===== src/rtl/dma_pkg.sv =====
// ============================================================================
// Module      : dma_pkg
// Description : Shared types for the DMA burst streamer: FSM states, error
//               codes and the per-burst calculation result.
// Revision    : 1.0 - initial release
// ============================================================================
`default_nettype none

package dma_pkg;

    typedef enum logic [1:0] {
        IDLE  = 2'd0,
        CALC  = 2'd1,
        ISSUE = 2'd2,
        DRAIN = 2'd3
    } dma_bs_st_t;

    typedef enum logic [1:0] {
        ERR_NONE      = 2'd0,
        ERR_UNALIGNED = 2'd1,
        ERR_SLAVE     = 2'd2
    } dma_bs_err_t;

    // Width-independent part of a burst: AXI length and bytes of the job it covers
    typedef struct packed {
        logic [7:0]  len;
        logic [32:0] covered;
    } s_dma_bs_req_t;

    function automatic logic [32:0] min33(input logic [32:0] a, input logic [32:0] b);
        return (a < b) ? a : b;
    endfunction

endpackage

`default_nettype wire


===== src/rtl/dma_burst_calc.sv =====
// ============================================================================
// Module      : dma_burst_calc
// Description : Combinational burst sizing: beat count limited by MAX_BEATS,
//               the BOUND_B boundary and the remaining bytes, plus edge strobes.
//               Partial strobes only with DMA_STREAMER_UNALIGNED_EN defined.
// Revision    : 1.0 - initial release
// ============================================================================
`default_nettype none

module dma_burst_calc
    import dma_pkg::*;
#(
    parameter int DATA_W    = 512,
    parameter int ADDR_W    = 32,
    parameter int MAX_BEATS = 256,
    parameter int BOUND_B   = 4096
) (
    input  logic [ADDR_W-1:0]   i_addr,
    input  logic [31:0]         i_bytes,
    output logic [ADDR_W-1:0]   o_addr,
    output s_dma_bs_req_t       o_req,
    output logic [DATA_W/8-1:0] o_strb_first,
    output logic [DATA_W/8-1:0] o_strb_last
);

    localparam int          c_bpb     = DATA_W / 8;
    localparam int          c_sz      = $clog2(c_bpb);
    localparam logic [32:0] c_bpb33   = 33'(c_bpb);
    localparam logic [32:0] c_bound33 = 33'(BOUND_B);
    localparam logic [32:0] c_max33   = 33'(MAX_BEATS);

    logic [c_sz-1:0] w_off;
    logic [32:0]     w_addr_lo;
    logic [32:0]     w_span;
    logic [32:0]     w_need;
    logic [32:0]     w_bound;
    logic [32:0]     w_beats;
    logic [32:0]     w_avail;
    logic [32:0]     w_cov;

    assign w_off     = i_addr[c_sz-1:0];
    assign o_addr    = {i_addr[ADDR_W-1:c_sz], {c_sz{1'b0}}};
    assign w_addr_lo = 33'(o_addr);
    assign w_span    = {1'b0, i_bytes} + 33'(w_off);
    assign w_need    = (w_span + c_bpb33 - 33'd1) >> c_sz;
    assign w_bound   = (c_bound33 - (w_addr_lo & (c_bound33 - 33'd1))) >> c_sz;
    assign w_beats   = min33(min33(w_need, w_bound), c_max33);
    // The first beat starts at the byte offset, so the burst spans fewer job bytes
    assign w_avail   = (w_beats << c_sz) - 33'(w_off);
    assign w_cov     = min33({1'b0, i_bytes}, w_avail);

    assign o_req = '{len: 8'(w_beats - 33'd1), covered: w_cov};

`ifdef DMA_STREAMER_UNALIGNED_EN
    logic [32:0]       w_end_m1;
    logic [c_sz-1:0]   w_last_idx;
    logic [c_bpb-1:0]  w_first;
    logic [c_bpb-1:0]  w_last;

    assign w_end_m1   = 33'(w_off) + w_cov - 33'd1;
    assign w_last_idx = c_sz'(w_end_m1);

    always_comb begin
        w_first = '0;
        w_last  = '0;
        for (int i = 0; i < c_bpb; i++) begin
            w_first[i] = (c_sz'(i) >= w_off);
            w_last[i]  = (c_sz'(i) <= w_last_idx);
        end
    end

    assign o_strb_first = (w_beats == 33'd1) ? (w_first & w_last) : w_first;
    assign o_strb_last  = (w_beats == 33'd1) ? (w_first & w_last) : w_last;
`else
    assign o_strb_first = '1;
    assign o_strb_last  = '1;
`endif

endmodule

`default_nettype wire


===== src/rtl/dma_burst_streamer.sv =====
// ============================================================================
// Module      : dma_burst_streamer
// Description : Splits a byte-range job into AXI bursts, tracks outstanding
//               bursts and reports errors. DMA_STREAMER_UNALIGNED_EN enables
//               arbitrary start address and length.
// Revision    : 1.0 - initial release
// ============================================================================
`default_nettype none

module dma_burst_streamer
    import dma_pkg::*;
#(
    parameter int DATA_W      = 512,
    parameter int ADDR_W      = 32,
    parameter int MAX_BEATS   = 256,
    parameter int BOUND_B     = 4096,
    parameter int MAX_OUTST   = 4,
    parameter int STREAM_TYPE = 0
) (
    input  logic                clk,
    input  logic                rstn,
    input  logic                start_i,
    input  logic [ADDR_W-1:0]   addr_i,
    input  logic [31:0]         bytes_i,
    output logic                busy_o,
    output logic                done_o,
    output logic                err_o,
    output logic [1:0]          err_code_o,
    output logic [ADDR_W-1:0]   err_addr_o,
    output logic                req_valid_o,
    input  logic                req_ready_i,
    output logic [ADDR_W-1:0]   req_addr_o,
    output logic [7:0]          req_len_o,
    output logic [2:0]          req_size_o,
    output logic [DATA_W/8-1:0] req_strb_first_o,
    output logic [DATA_W/8-1:0] req_strb_last_o,
    input  logic                resp_valid_i,
    input  logic                resp_err_i
);

    localparam int c_bpb   = DATA_W / 8;
    localparam int c_sz    = $clog2(c_bpb);
    localparam int c_cnt_w = $clog2(MAX_OUTST + 1);
    localparam int c_ptr_w = (MAX_OUTST > 1) ? $clog2(MAX_OUTST) : 1;
    localparam logic [c_cnt_w-1:0] c_outst_max = c_cnt_w'(MAX_OUTST);
    localparam logic [c_ptr_w-1:0] c_ptr_last  = c_ptr_w'(MAX_OUTST - 1);

    dma_bs_st_t         r_state, w_state_nxt;
    logic [ADDR_W-1:0]  r_addr;
    logic [31:0]        r_bytes;
    logic [31:0]        r_covered;
    logic [ADDR_W-1:0]  r_req_addr;
    logic [7:0]         r_req_len;
    logic [c_bpb-1:0]   r_strb_first, r_strb_last;
    logic [c_cnt_w-1:0] r_outst;
    logic [ADDR_W-1:0]  r_fifo [MAX_OUTST];
    logic [c_ptr_w-1:0] r_wr_ptr, r_rd_ptr;
    logic               r_done, r_err;
    dma_bs_err_t        r_err_code;
    logic [ADDR_W-1:0]  r_err_addr;

    logic               w_hs, w_resp, w_resp_err, w_unaligned;
    logic               w_calc_go, w_fail_align, w_done_set;
    logic [31:0]        w_bytes_rem;
    logic [ADDR_W-1:0]  w_calc_addr;
    s_dma_bs_req_t      w_calc;
    logic [c_bpb-1:0]   w_strb_first, w_strb_last;
    logic               w_unused_stream_type;

    // Both directions share the same error codes; the direction tag is informational
    assign w_unused_stream_type = (STREAM_TYPE != 0);

    dma_burst_calc #(
        .DATA_W    (DATA_W),
        .ADDR_W    (ADDR_W),
        .MAX_BEATS (MAX_BEATS),
        .BOUND_B   (BOUND_B)
    ) u_calc (
        .i_addr       (r_addr),
        .i_bytes      (r_bytes),
        .o_addr       (w_calc_addr),
        .o_req        (w_calc),
        .o_strb_first (w_strb_first),
        .o_strb_last  (w_strb_last)
    );

    assign w_hs        = (r_state == ISSUE) && req_ready_i;
    // Responses with nothing outstanding (e.g. in flight across a reset) are dropped
    assign w_resp      = resp_valid_i && (r_outst != '0) && (r_state != IDLE);
    assign w_resp_err  = w_resp && resp_err_i;
    assign w_bytes_rem = r_bytes - r_covered;

`ifdef DMA_STREAMER_UNALIGNED_EN
    assign w_unaligned = 1'b0;
`else
    assign w_unaligned = (r_addr[c_sz-1:0] != '0) || (r_bytes[c_sz-1:0] != '0);
`endif

    always_ff @(posedge clk) begin
        if (!rstn) r_state <= IDLE;
        else       r_state <= w_state_nxt;
    end

    always_comb begin
        w_state_nxt  = r_state;
        w_calc_go    = 1'b0;
        w_fail_align = 1'b0;
        w_done_set   = 1'b0;
        case (r_state)
            IDLE: begin
                if (start_i) begin
                    if (bytes_i == 32'd0) w_done_set  = 1'b1;
                    else                  w_state_nxt = CALC;
                end
            end
            CALC: begin
                if (w_unaligned) begin
                    w_fail_align = 1'b1;
                    w_done_set   = 1'b1;
                    w_state_nxt  = IDLE;
                end else if (r_err || w_resp_err) begin
                    w_state_nxt = DRAIN;
                end else if (r_outst != c_outst_max) begin
                    w_calc_go   = 1'b1;
                    w_state_nxt = ISSUE;
                end
            end
            ISSUE: begin
                if (req_ready_i) begin
                    w_state_nxt = (w_bytes_rem != 32'd0 && !r_err && !w_resp_err) ? CALC : DRAIN;
                end
            end
            DRAIN: begin
                if (r_outst == '0) begin
                    w_done_set  = 1'b1;
                    w_state_nxt = IDLE;
                end
            end
            default: w_state_nxt = IDLE;
        endcase
    end

    always_ff @(posedge clk) begin
        if (!rstn) begin
            r_addr       <= '0;
            r_bytes      <= '0;
            r_covered    <= '0;
            r_req_addr   <= '0;
            r_req_len    <= '0;
            r_strb_first <= '0;
            r_strb_last  <= '0;
            r_done       <= 1'b0;
            r_err        <= 1'b0;
            r_err_code   <= ERR_NONE;
            r_err_addr   <= '0;
        end else begin
            r_done <= w_done_set;
            if (r_state == IDLE && start_i) begin
                r_addr     <= addr_i;
                r_bytes    <= bytes_i;
                r_err      <= 1'b0;
                r_err_code <= ERR_NONE;
                r_err_addr <= '0;
            end
            if (w_calc_go) begin
                r_req_addr   <= w_calc_addr;
                r_req_len    <= w_calc.len;
                r_strb_first <= w_strb_first;
                r_strb_last  <= w_strb_last;
                r_covered    <= 32'(w_calc.covered);
            end
            if (w_hs) begin
                r_addr  <= r_addr + ADDR_W'(r_covered);
                r_bytes <= w_bytes_rem;
            end
            if (w_fail_align) begin
                r_err      <= 1'b1;
                r_err_code <= ERR_UNALIGNED;
                r_err_addr <= r_addr;
            end
            // First error wins; the FIFO head is the burst this response belongs to
            if (w_resp_err && !r_err) begin
                r_err      <= 1'b1;
                r_err_code <= ERR_SLAVE;
                r_err_addr <= r_fifo[r_rd_ptr];
            end
        end
    end

    always_ff @(posedge clk) begin
        if (!rstn) begin
            r_outst  <= '0;
            r_wr_ptr <= '0;
            r_rd_ptr <= '0;
        end else begin
            if (w_hs && !w_resp)      r_outst <= r_outst + c_cnt_w'(1);
            else if (!w_hs && w_resp) r_outst <= r_outst - c_cnt_w'(1);
            if (w_hs)   r_wr_ptr <= (r_wr_ptr == c_ptr_last) ? '0 : r_wr_ptr + c_ptr_w'(1);
            if (w_resp) r_rd_ptr <= (r_rd_ptr == c_ptr_last) ? '0 : r_rd_ptr + c_ptr_w'(1);
        end
    end

    always_ff @(posedge clk) begin
        if (w_hs) r_fifo[r_wr_ptr] <= r_req_addr;
    end

    assign busy_o           = (r_state != IDLE);
    assign done_o           = r_done;
    assign err_o            = r_err;
    assign err_code_o       = r_err_code;
    assign err_addr_o       = r_err_addr;
    assign req_valid_o      = (r_state == ISSUE);
    assign req_addr_o       = r_req_addr;
    assign req_len_o        = r_req_len;
    assign req_size_o       = 3'(c_sz);
    assign req_strb_first_o = r_strb_first;
    assign req_strb_last_o  = r_strb_last;

endmodule

`default_nettype wire


===== config.mk =====
export PLATFORM = sky130hd
export DESIGN_NAME = dma_burst_streamer
export DESIGN_NICKNAME = d
export VERILOG_FILES = /design/src/rtl/dma_pkg.sv /design/src/rtl/dma_burst_calc.sv /design/src/rtl/dma_burst_streamer.sv
export SDC_FILE = /design/constraint.sdc
export NUM_CORES = 1
export LEC_CHECK = 0
export CAP_MARGIN = 40
export CORE_MARGIN = 2
export CORE_UTILIZATION = 35
export DETAILED_ROUTE_END_ITERATION = 16
export GPL_TIMING_DRIVEN = 0
export SYNTH_ARGS = -nofsm -noshare
export SYNTH_HDL_FRONTEND = slang
export SYNTH_SLANG_ARGS = --single-unit

===== constraint.sdc =====
create_clock -name clk -period 13.45 [get_ports clk]
set_input_delay 3.3625 -clock clk [delete_from_list [all_inputs] [get_ports clk]]
set_output_delay 3.3625 -clock clk [all_outputs]
set_load 0.005 [all_outputs]

**Word level (Yosys, flattened, before mapping)**

Memories as Yosys holds them, arrays and structs flattened. A register that Yosys moved wholly into a read port is not among the register bits.
Cells that the tools add are included.

- Bits in registers: 176
- RAM bits: 104
- Input port bits: 70
- Output and inout bits: 209
- Logic and storage cells: 116
- Memories: 1

- Add/sub/neg operators: 12
- Order comparisons: 3
- Eq/ne operators: 11
- Muxes and demuxes: 43
- Bitwise logic cells: 1
- Reduce and logical (&&, ||, !) cells: 30

Memory list:

| name | words | bits a word | rd ports | clocked after Yosys merged registers in | write ports | line | text |
|---|---|---|---|---|---|---|---|
| r_fifo | 4 | 26 | 1 | 1 | 1 | dma_burst_streamer.sv:56 | `logic [ADDR_W-1:0] r_fifo [MAX_OUTST];` |

Operator list:

| operator | number |
|---|---|
| 2-to-1 mux 32 bit | 8 |
| 2-to-1 mux 27 bit | 2 |
| adder 32 x 6 -> 33 bit | 1 |
| adder 33 x 7 -> 33 bit (second input constant) | 1 |
| < comparator 32 x 33 -> 1 bit | 1 |
| < comparator 33 x 9 -> 1 bit (second input constant) | 1 |
| subtractor 33 x 1 -> 33 bit (second input constant) | 1 |
| subtractor 33 x 6 -> 33 bit | 1 |
| adder 32 bit | 1 |
| logical NOT 32 bit | 1 |
| nonzero test 32 bit | 1 |
| subtractor 32 bit | 1 |
| 2-to-1 mux 2 bit | 15 |
| < comparator 27 bit | 1 |
| 2-to-1 mux 1 bit | 14 |
| subtractor 13 x 12 -> 14 bit (first input constant) | 1 |
| nonzero test 6 bit | 2 |
| logical AND 1 bit | 10 |
| equality test 2 bit (second input constant) | 4 |
| case mux 2 bit (4 select lines) | 1 |
| nonzero test 2 bit | 4 |
| subtractor 8 x 1 -> 8 bit (second input constant) | 1 |
| 2-to-1 mux 3 bit | 2 |
| != test 2 bit (second input constant) | 3 |
| 16 further kinds | 22 |

**Depth between registers and ports, before layout**

Gate-level depths: netlist of the first run.

- Word-level depth: 10
- Gate-level depth with buffers: 40

**Modules after synthesis**

From an unflattened synthesis of the first run, not the netlist that was laid out.

- Cell total of the unflattened synthesis: 2,763
- Area, all modules: 24,741.2 um^2

Modules (own cells, without submodules):

| module | times used | cells each | area an instance (um^2) |
|---|---|---|---|
| dma_burst_streamer | 1 | 2,168 | 20,528.4 |
| dma_burst_calc | 1 | 595 | 4,212.8 |

**Worst setup path after synthesis of the first run**

OpenSTA, ideal clock, no wires.

- Path type: register -> register
- Start point: reg r_addr[3]
- End point: reg r_covered[7]
- Library setup time: 0.130 ns
- Data arrival time: 7.117 ns
- Data required time: 13.320 ns
- Slack: 6.203 ns
- Stages on the path, launching flop included: 38
- Buffers on the path: 6
- Clock period less this slack: 7.247 ns
- Cells stage by stage: dfxtp_1 -> inv_1 -> ha_1 -> inv_1 -> ha_1 -> o21ai_0 -> nand2b_1 -> a41oi_1 -> clkbuf_1 -> nand2b_1 -> nor2_1 -> and3_1 -> xor2_1 -> ha_1 -> a21o_1 -> a221oi_1 -> nand4_1 -> or4_1 -> [2 not listed] -> ha_1 -> clkbuf_1 -> and2_1 -> clkbuf_1 -> clkbuf_1 -> xnor2_1 -> ha_1 -> and3_1 -> o2111ai_1 -> a21oi_1 -> o31ai_1 -> a211o_1 -> a41oi_1 -> o22ai_1 -> a21oi_2 -> buf_2 -> o32a_1 -> o41ai_1

- Word-level cells in the longest chain between the ends: 10
- Elaborated cells between the ends (all ways): 14
- Those cells by class: add/sub (4); order compare (3); mux (5); reduce/logical (2)

RTL lines:

| what | line | text |
|---|---|---|
| from (decl) | dma_burst_streamer.sv:49 | `logic [ADDR_W-1:0] r_addr;` |
| from (signal assigned) | dma_burst_streamer.sv:159 | `r_addr <= addr_i;` |
| from (signal assigned) | dma_burst_streamer.sv:173 | `r_addr <= r_addr + ADDR_W'(r_covered);` |
| adder 32 x 6 -> 33 bit | dma_burst_calc.sv:44 | `assign w_span = {1'b0, i_bytes} + 33'(w_off);` |
| adder 33 x 7 -> 33 bit | dma_burst_calc.sv:45 | `assign w_need = (w_span + c_bpb33 - 33'd1) >> c_sz;` |
| subtractor 33 x 1 -> 33 bit | dma_burst_calc.sv:45 |  |
| < comparator 27 bit | dma_pkg.sv:31 | `return (a < b) ? a : b;` |
| 2-to-1 mux 27 bit | dma_pkg.sv:31 |  |
| < comparator 33 x 9 -> 1 bit | dma_pkg.sv:31 |  |
| 2-to-1 mux 27 bit | dma_pkg.sv:31 |  |
| subtractor 33 x 6 -> 33 bit | dma_burst_calc.sv:49 | `assign w_avail = (w_beats << c_sz) - 33'(w_off);` |
| < comparator 32 x 33 -> 1 bit | dma_pkg.sv:31 |  |
| 2-to-1 mux 32 bit | dma_pkg.sv:31 |  |
| to (signal assigned) | dma_burst_streamer.sv:170 | `r_covered <= 32'(w_calc.covered);` |
| to (decl) | dma_burst_streamer.sv:51 | `logic [31:0] r_covered;` |

Parallel ways exist; a longest one is shown, timed or not.
A chain may end at the register's enable or synchronous reset.

**Worst setup path in the final report of the first run**

- Start point: reg r_addr[3]
- End point: reg r_covered[28]

The elaborated chain is that of the path after synthesis.

==> impl_metrics.env, run 1 <==
export IMPL_status="finished, final reports clean"
export IMPL_stdcell_count=2960
export IMPL_cp_slowest_cell="clkbuf_1"
export IMPL_nets=2462
export IMPL_rows=81
export IMPL_die_w_um=228
export IMPL_vias=15912
export IMPL_core_sq_um=49200
export IMPL_cts_buffer_depth=3
export IMPL_synth_seq_area_share_pct=38.2
export IMPL_startpoint="r_addr[3]"
export IMPL_hold_buffers=0
export IMPL_dp_hpwl_mm=48.3
export IMPL_dpl_cell_count=2898
export IMPL_cp_common_cell="ha_1"
export IMPL_drt_iter0_drc=1394
export IMPL_critPathMaxStageDelay_ps=540
export IMPL_setup_viol=0
export IMPL_dp_slack_ps=4100
export IMPL_syn_area_per_cell_sq_um=8.96
export IMPL_synthArstFlopShare_pct=0
export IMPL_rsz0062_at_grt="false"
export IMPL_worst_path_max_fanout=10
export IMPL_drcViolationCount=0
export IMPL_crit_path_start_kind="flop"
export IMPL_htree_num_levels=2
export IMPL_clock_latency_ps=560
export IMPL_start_util_pct=35.6
export IMPL_numCtsBuffers=34
export IMPL_dieArea_sq_um=51800
export IMPL_place_congestion=0.937
export IMPL_synth_edf_count=104
export IMPL_finalSetupTns_ps=0
export IMPL_wirelength_mm=61.7
export IMPL_n_antenna_cell=0
export IMPL_worst_r2r_startpoint="r_addr[3]"
export IMPL_drive_gt1_share_pct=10.9
export IMPL_track_usage_pct=23.6
export IMPL_maxCapViolations=0
export IMPL_die_height_um=228
export IMPL_tightestPinTransition_ps=922
export IMPL_io_pin_count=279
export IMPL_report_final_slew_viol_count=0
export IMPL_layout_setup_ws_ps=3840
export IMPL_worst_clock_skew_ps=23.8
export IMPL_min_period_ps=9610
export IMPL_required_ps=13930
export IMPL_slew_headroom_pct=38.0
export IMPL_antenna_found_initial=0
export IMPL_via_per_inst=5.38
export IMPL_cts_sinks=282
export IMPL_areaGrowthSynthToFinish_pct=26.8
export IMPL_hold_class="reg2reg"
export IMPL_grt_pass1_wl_mm=91.8
export IMPL_numPortBuffers=269
export IMPL_wl_per_cell_um=20.9
export IMPL_max_vdd_ir_drop_uv=77.2
export IMPL_post_cts_buffers=0
export IMPL_cts_resized=0
export IMPL_final_antenna_net_count=0
export IMPL_ys_seq_elements=282
export IMPL_clkTransAtPathRegs_ps=60
export IMPL_finalPower_mw=2.42
export IMPL_syn_cell_area_sq_um=17500
export IMPL_grt_max_degree=72
export IMPL_netlist_instances=1954
export IMPL_crit_type="reg2reg"
export IMPL_yosysUniqueCellTypes=78
export IMPL_finalHoldViolations=0
export IMPL_first_pass_iters=5
export IMPL_fmax_mhz=104
export IMPL_grt_pass1_vias=15139
export IMPL_root_buffer="clkbuf_16"
export IMPL_cts_tree="yes"
export IMPL_power_density_nw_per_um2=109
export IMPL_cp_arrival_ps=10100
export IMPL_min_from="req_len_o[7]"
export IMPL_end_kind="flop"
export IMPL_grt_overflow=0
export IMPL_final_period_utilization_pct=71.5
export IMPL_cellLeakagePower_nw=8.23
export IMPL_synth_flop_cell="dfxtp_1"
export IMPL_ys_warn_count=0
## final timing paths
kind                         to  slack (ps)  depth (start not counted)
setup / recovery  r_covered[28]        3840                         37
hold / removal     req_len_o[7]         460                          2
setup reg to reg  r_covered[28]        3840                         37
hold reg to reg    req_len_o[7]         460                          2
## kinds of logic after synthesis
family | share of synthesized area (%)
other | 0.0429
AO/OA/AOI/OAI | 16.9
adder cells (fa/ha/maj) | 8.85
multiplexers | 4.65
flip-flops | 38.2
XOR/XNOR | 4.25
buffers and inverters | 9.96
AND/OR/NAND/NOR | 17.2
## flip-flops by register name, indices dropped and copies added (netlist names), named ones only
name	count
done_o	1
err_addr_o	32
err_code_o	2
err_o	1
r_addr	32
r_bytes	32
r_covered	32
r_fifo	104
r_outst	3
r_rd_ptr	2
r_state	2
r_wr_ptr	2
req_addr_o	26
req_len_o	8
req_strb_last_o	1
## power breakdown
group	switching [mW]	internal, mW	leakage [nW]	total (mW)
sequential	0.0339	0.900	2.18	0.934
combinational	0.350	0.255	5.54	0.605
clock	0.391	0.494	0.506	0.886
total	0.775	1.65	8.23	2.42
## stage by stage
step | instance area [sq um] | util, % | hold WS [ps]
2_1_floorplan | 17500 | - | 446
3_3_place_gp | 21000 | 42.8 | 450
3_5_place_dp | 21100 | 43.0 | 452
4_1_cts | 22200 | 45.1 | 459
5_1_grt | 22200 | 45.1 | 485
6_report | 22200 | 45.1 | 459
## worst max-delay path, delay by kind of cell (launching register included)
family	cells	cell delay (ps)
flip-flops	1	390
multiplexers	1	260
AO/OA/AOI/OAI	11	3030
buffers and inverters	9	2380
AND/OR/NAND/NOR	9	1540
XOR/XNOR	2	590
adder cells (fa/ha/maj)	5	1320
## layout make-up
class | instances | area [sq um]
clock buffer | 48 | 933
buffer | 242 | 1440
timing repair buffer | 273 | 2760
fill | 4856 | 27000
inverter | 82 | 308
sequential | 282 | 6690
tap | 664 | 831
clock inverter | 14 | 124
multi-input combinational | 1355 | 9100
## cell usage after synthesis (all sizes together), types with 32 or more instances
library cell	instances	area share, %
o21ai	56	1.6
buf	154	6.3
a311oi	43	2.2
nand3	88	2.5
nand2	262	5.6
inv	80	1.7
a21o	32	1.4
a21oi	156	4.5
ha	119	8.5
xor2	35	1.8
nor2	130	2.8
dfxtp	178	20
clkbuf	88	1.9
xnor2	50	2.5
edfxtp	104	18
## placed cells by master (no fill, tap or decap), types with 7 or more instances in the layout
cell type and instances:
nand3_1 87, nor4_1 18, buf_2 7, a21oi_1 155
a211oi_1 7, clkbuf_16 34, or3_1 14, inv_1 80
a311oi_1 43, o21ai_0 55, o21bai_1 8, a31oi_1 18
o211ai_1 14, o311a_1 11, clkdlybuf4s50_1 269, mux4_2 26
and3_1 18, nor2_1 130, and2_1 8, conb_1 9
xnor2_1 50, a221oi_1 16, nand4_1 14, nand2b_1 13
clkbuf_1 99, buf_4 138, a21o_1 32, or2_2 8
a22oi_1 26, buf_1 9, ha_1 119, nand2_1 262
nor3_1 31, xor2_1 35, dfxtp_1 177, mux2i_1 15
nor2b_1 14, edfxtp_1 104
## routing by layer
metal	vias to the layer above	GRT usage (%)	share of wire, %
li1	7591	-	-
met4	0	7.61	3.0
met2	580	38.4	46
met5	-	0	0
met3	89	3.05	6.7
met1	7652	32.3	45
No activity file was read; power rests on OpenSTA's default activity.
==> run 2, diff against run 1 <==
==> constraint.sdc (replaced) <==
create_clock -name clk -period 9.1 [get_ports clk]
set_input_delay 2.275 -clock clk [delete_from_list [all_inputs] [get_ports clk]]
set_output_delay 2.275 -clock clk [all_outputs]
set_load 0.005 [all_outputs]
==> impl_metrics.env, run 2 (synthesis results as in run 1) <==
export IMPL_fmax_mhz=115
export IMPL_p_clk_share_pct=36.5
export IMPL_min_period_ps=8710
export IMPL_n_antenna_cell=0
export IMPL_wirelength_mm=61.7
export IMPL_drcViolationCount=0
export IMPL_dieArea_sq_um=51800
export IMPL_first_pass_iters=6
export IMPL_wl_per_cell_um=20.8
export IMPL_switching_share_pct=32.0
export IMPL_numPortBuffers=269
export IMPL_finalHoldViolations=0
export IMPL_worst_clock_skew_ps=23.4
export IMPL_io_pin_count=279
export IMPL_worst_path_max_fanout=10
export IMPL_end_kind="flop"
export IMPL_grt_overflow=0
export IMPL_final_antenna_net_count=0
export IMPL_drt_iter0_drc=1374
export IMPL_dpl_cell_count=2898
export IMPL_die_w_um=228
export IMPL_crit_path_start_kind="flop"
export IMPL_power_switching_mw=1.15
export IMPL_vias=15956
export IMPL_cts_tree="yes"
export IMPL_antenna_found_initial=0
export IMPL_final_period_utilization_pct=95.8
export IMPL_regMostFlops="r_fifo"
export IMPL_largest_reg_flops=104
export IMPL_htree_num_levels=2
export IMPL_cp_top_family="compound AO/OA/AOI/OAI gates"
export IMPL_place_congestion=0.937
export IMPL_layout_commonest_cell="clkdlybuf4s50_1"
export IMPL_core_sq_um=49200
export IMPL_post_cts_buffers=0
export IMPL_power_density_nw_per_um2=162
export IMPL_intPower_mw=2.44
export IMPL_root_buffer="clkbuf_16"
export IMPL_stdcell_count=2959
export IMPL_clkTransAtPathRegs_ps=50
export IMPL_hold_buffers=0
export IMPL_cts_buffer_depth=3
export IMPL_areaGrowthSynthToFinish_pct=26.9
export IMPL_clock_latency_ps=560
export IMPL_cts_resized=2
export IMPL_cellLeakagePower_nw=8.23
export IMPL_cp_arrival_ps=9200
export IMPL_grt_pass1_wl_mm=91.8
export IMPL_layout_setup_ws_ps=386
export IMPL_maxCapViolations=0
export IMPL_power_share_combinational_pct=25.0
export IMPL_rrSetupSlack_ps=390
export IMPL_cp_slowest_cell="dfxtp_1"
export IMPL_track_usage_pct=23.6
export IMPL_setup_viol=0
export IMPL_max_vdd_ir_drop_uv=114
export IMPL_required_ps=9580
export IMPL_pwr_share_seq_pct=38.5
export IMPL_status="finished, final reports clean"
export IMPL_dp_hpwl_mm=48.3
export IMPL_slew_headroom_pct=38.0
export IMPL_finalSetupTns_ps=0
export IMPL_rows=81
export IMPL_tightestPinTransition_ps=921
export IMPL_grt_pass1_vias=15139
export IMPL_numCtsBuffers=34
export IMPL_start_util_pct=35.6
export IMPL_r2r_cells=35
export IMPL_min_from="req_len_o[7]"
export IMPL_dp_slack_ps=-255
export IMPL_hold_class="reg2reg"
export IMPL_grt_max_degree=72
export IMPL_whs_path_depth=2
export IMPL_via_per_inst=5.39
export IMPL_r2r_end="r_covered[28]"
export IMPL_nFillCells=4851
export IMPL_fin_area_sq_um=22200
export IMPL_die_height_um=228
export IMPL_cp_common_cell="ha_1"
export IMPL_drive_gt1_share_pct=11.2
export IMPL_path_buf_inv=7
export IMPL_cts_sinks=282
export IMPL_placedInstanceArea_sq_um=21100
export IMPL_crit_type="reg2reg"
export IMPL_utilization_pct=45.2
export IMPL_critPathMaxStageDelay_ps=460
export IMPL_whs_endpoint="req_len_o[7]"
export IMPL_worst_r2r_startpoint="r_addr[2]"
export IMPL_nets=2461
export IMPL_rsz0062_at_grt="false"
export IMPL_final_cell_mix="269 x clkdlybuf4s50_1, 262 x nand2_1, 177 x dfxtp_1"
export IMPL_report_final_slew_viol_count=0
## run 2: changes by cell type in the layout (fill, tap and decap cells not counted), sizes merged
cell,change
clkbuf,-1
## run 2: worst max-delay path by stage
stage,startpoint,endpoint,slack [ps],cells past startpoint
floorplan,r_addr[3],r_covered[7],1850,37
global placement,r_addr[3],r_covered[28],-310,37
detailed placement,r_addr[3],r_covered[28],-250,37
CTS,r_addr[3],r_covered[28],20,37
global route,r_addr[2],r_covered[28],30,35
finish,r_addr[2],r_covered[28],390,35
## run 2: power by group through the flow
stage / registers (mW) / clock network (mW) / logic (mW)
detailed placement: 1.41 / 0 / 0.877
floorplan: 1.39 / 0 / 0.581
CTS: 1.38 / 1.32 / 0.883
global placement: 1.41 / 0 / 0.871
finish: 1.38 / 1.31 / 0.898
global route: 1.38 / 1.37 / 0.978
## run 2: worst min-delay path: cells and delay by family, from the launching register on
| kind | cells | cell delay [ps] |
|---|---|---|
| compound gates | 1 | 50 |
| flops | 1 | 310 |
| simple gates | 1 | 60 |
## run 2: stage by stage
step | hold slack [ps] | power, mW
3_5_place_dp | 452 | 2.28
4_1_cts | 459 | 3.58
2_1_floorplan | 446 | 1.97
5_1_grt | 485 | 3.73
3_3_place_gp | 450 | 2.28
6_report | 459 | 3.59
## run 2: cell type report
class / count / area [sq um] / share of cell area [%]
repair buffers: 273 / 2760 / 12.4
inverters: 82 / 308 / 1.39
plain buffers: 241 / 1430 / 6.46
clock inverters: 14 / 124 / 0.558
well taps: 664 / 831 / 3.74
flip-flops and latches: 282 / 6690 / 30.1
clock buffers: 48 / 933 / 4.20
multi-input cells: 1355 / 9130 / 41.1
## run 2: per-layer routing
layer | share of wire, % | vias up | wire [um] | GRT usage [%]
met1 | 44 | 7655 | 27200 | 32.3
li1 | - | 7589 | - | -
met3 | 7.1 | 93 | 4380 | 3.05
met4 | 3.0 | 0 | 1860 | 7.61
met5 | 0 | - | 0 | 0
met2 | 46 | 619 | 28300 | 38.4
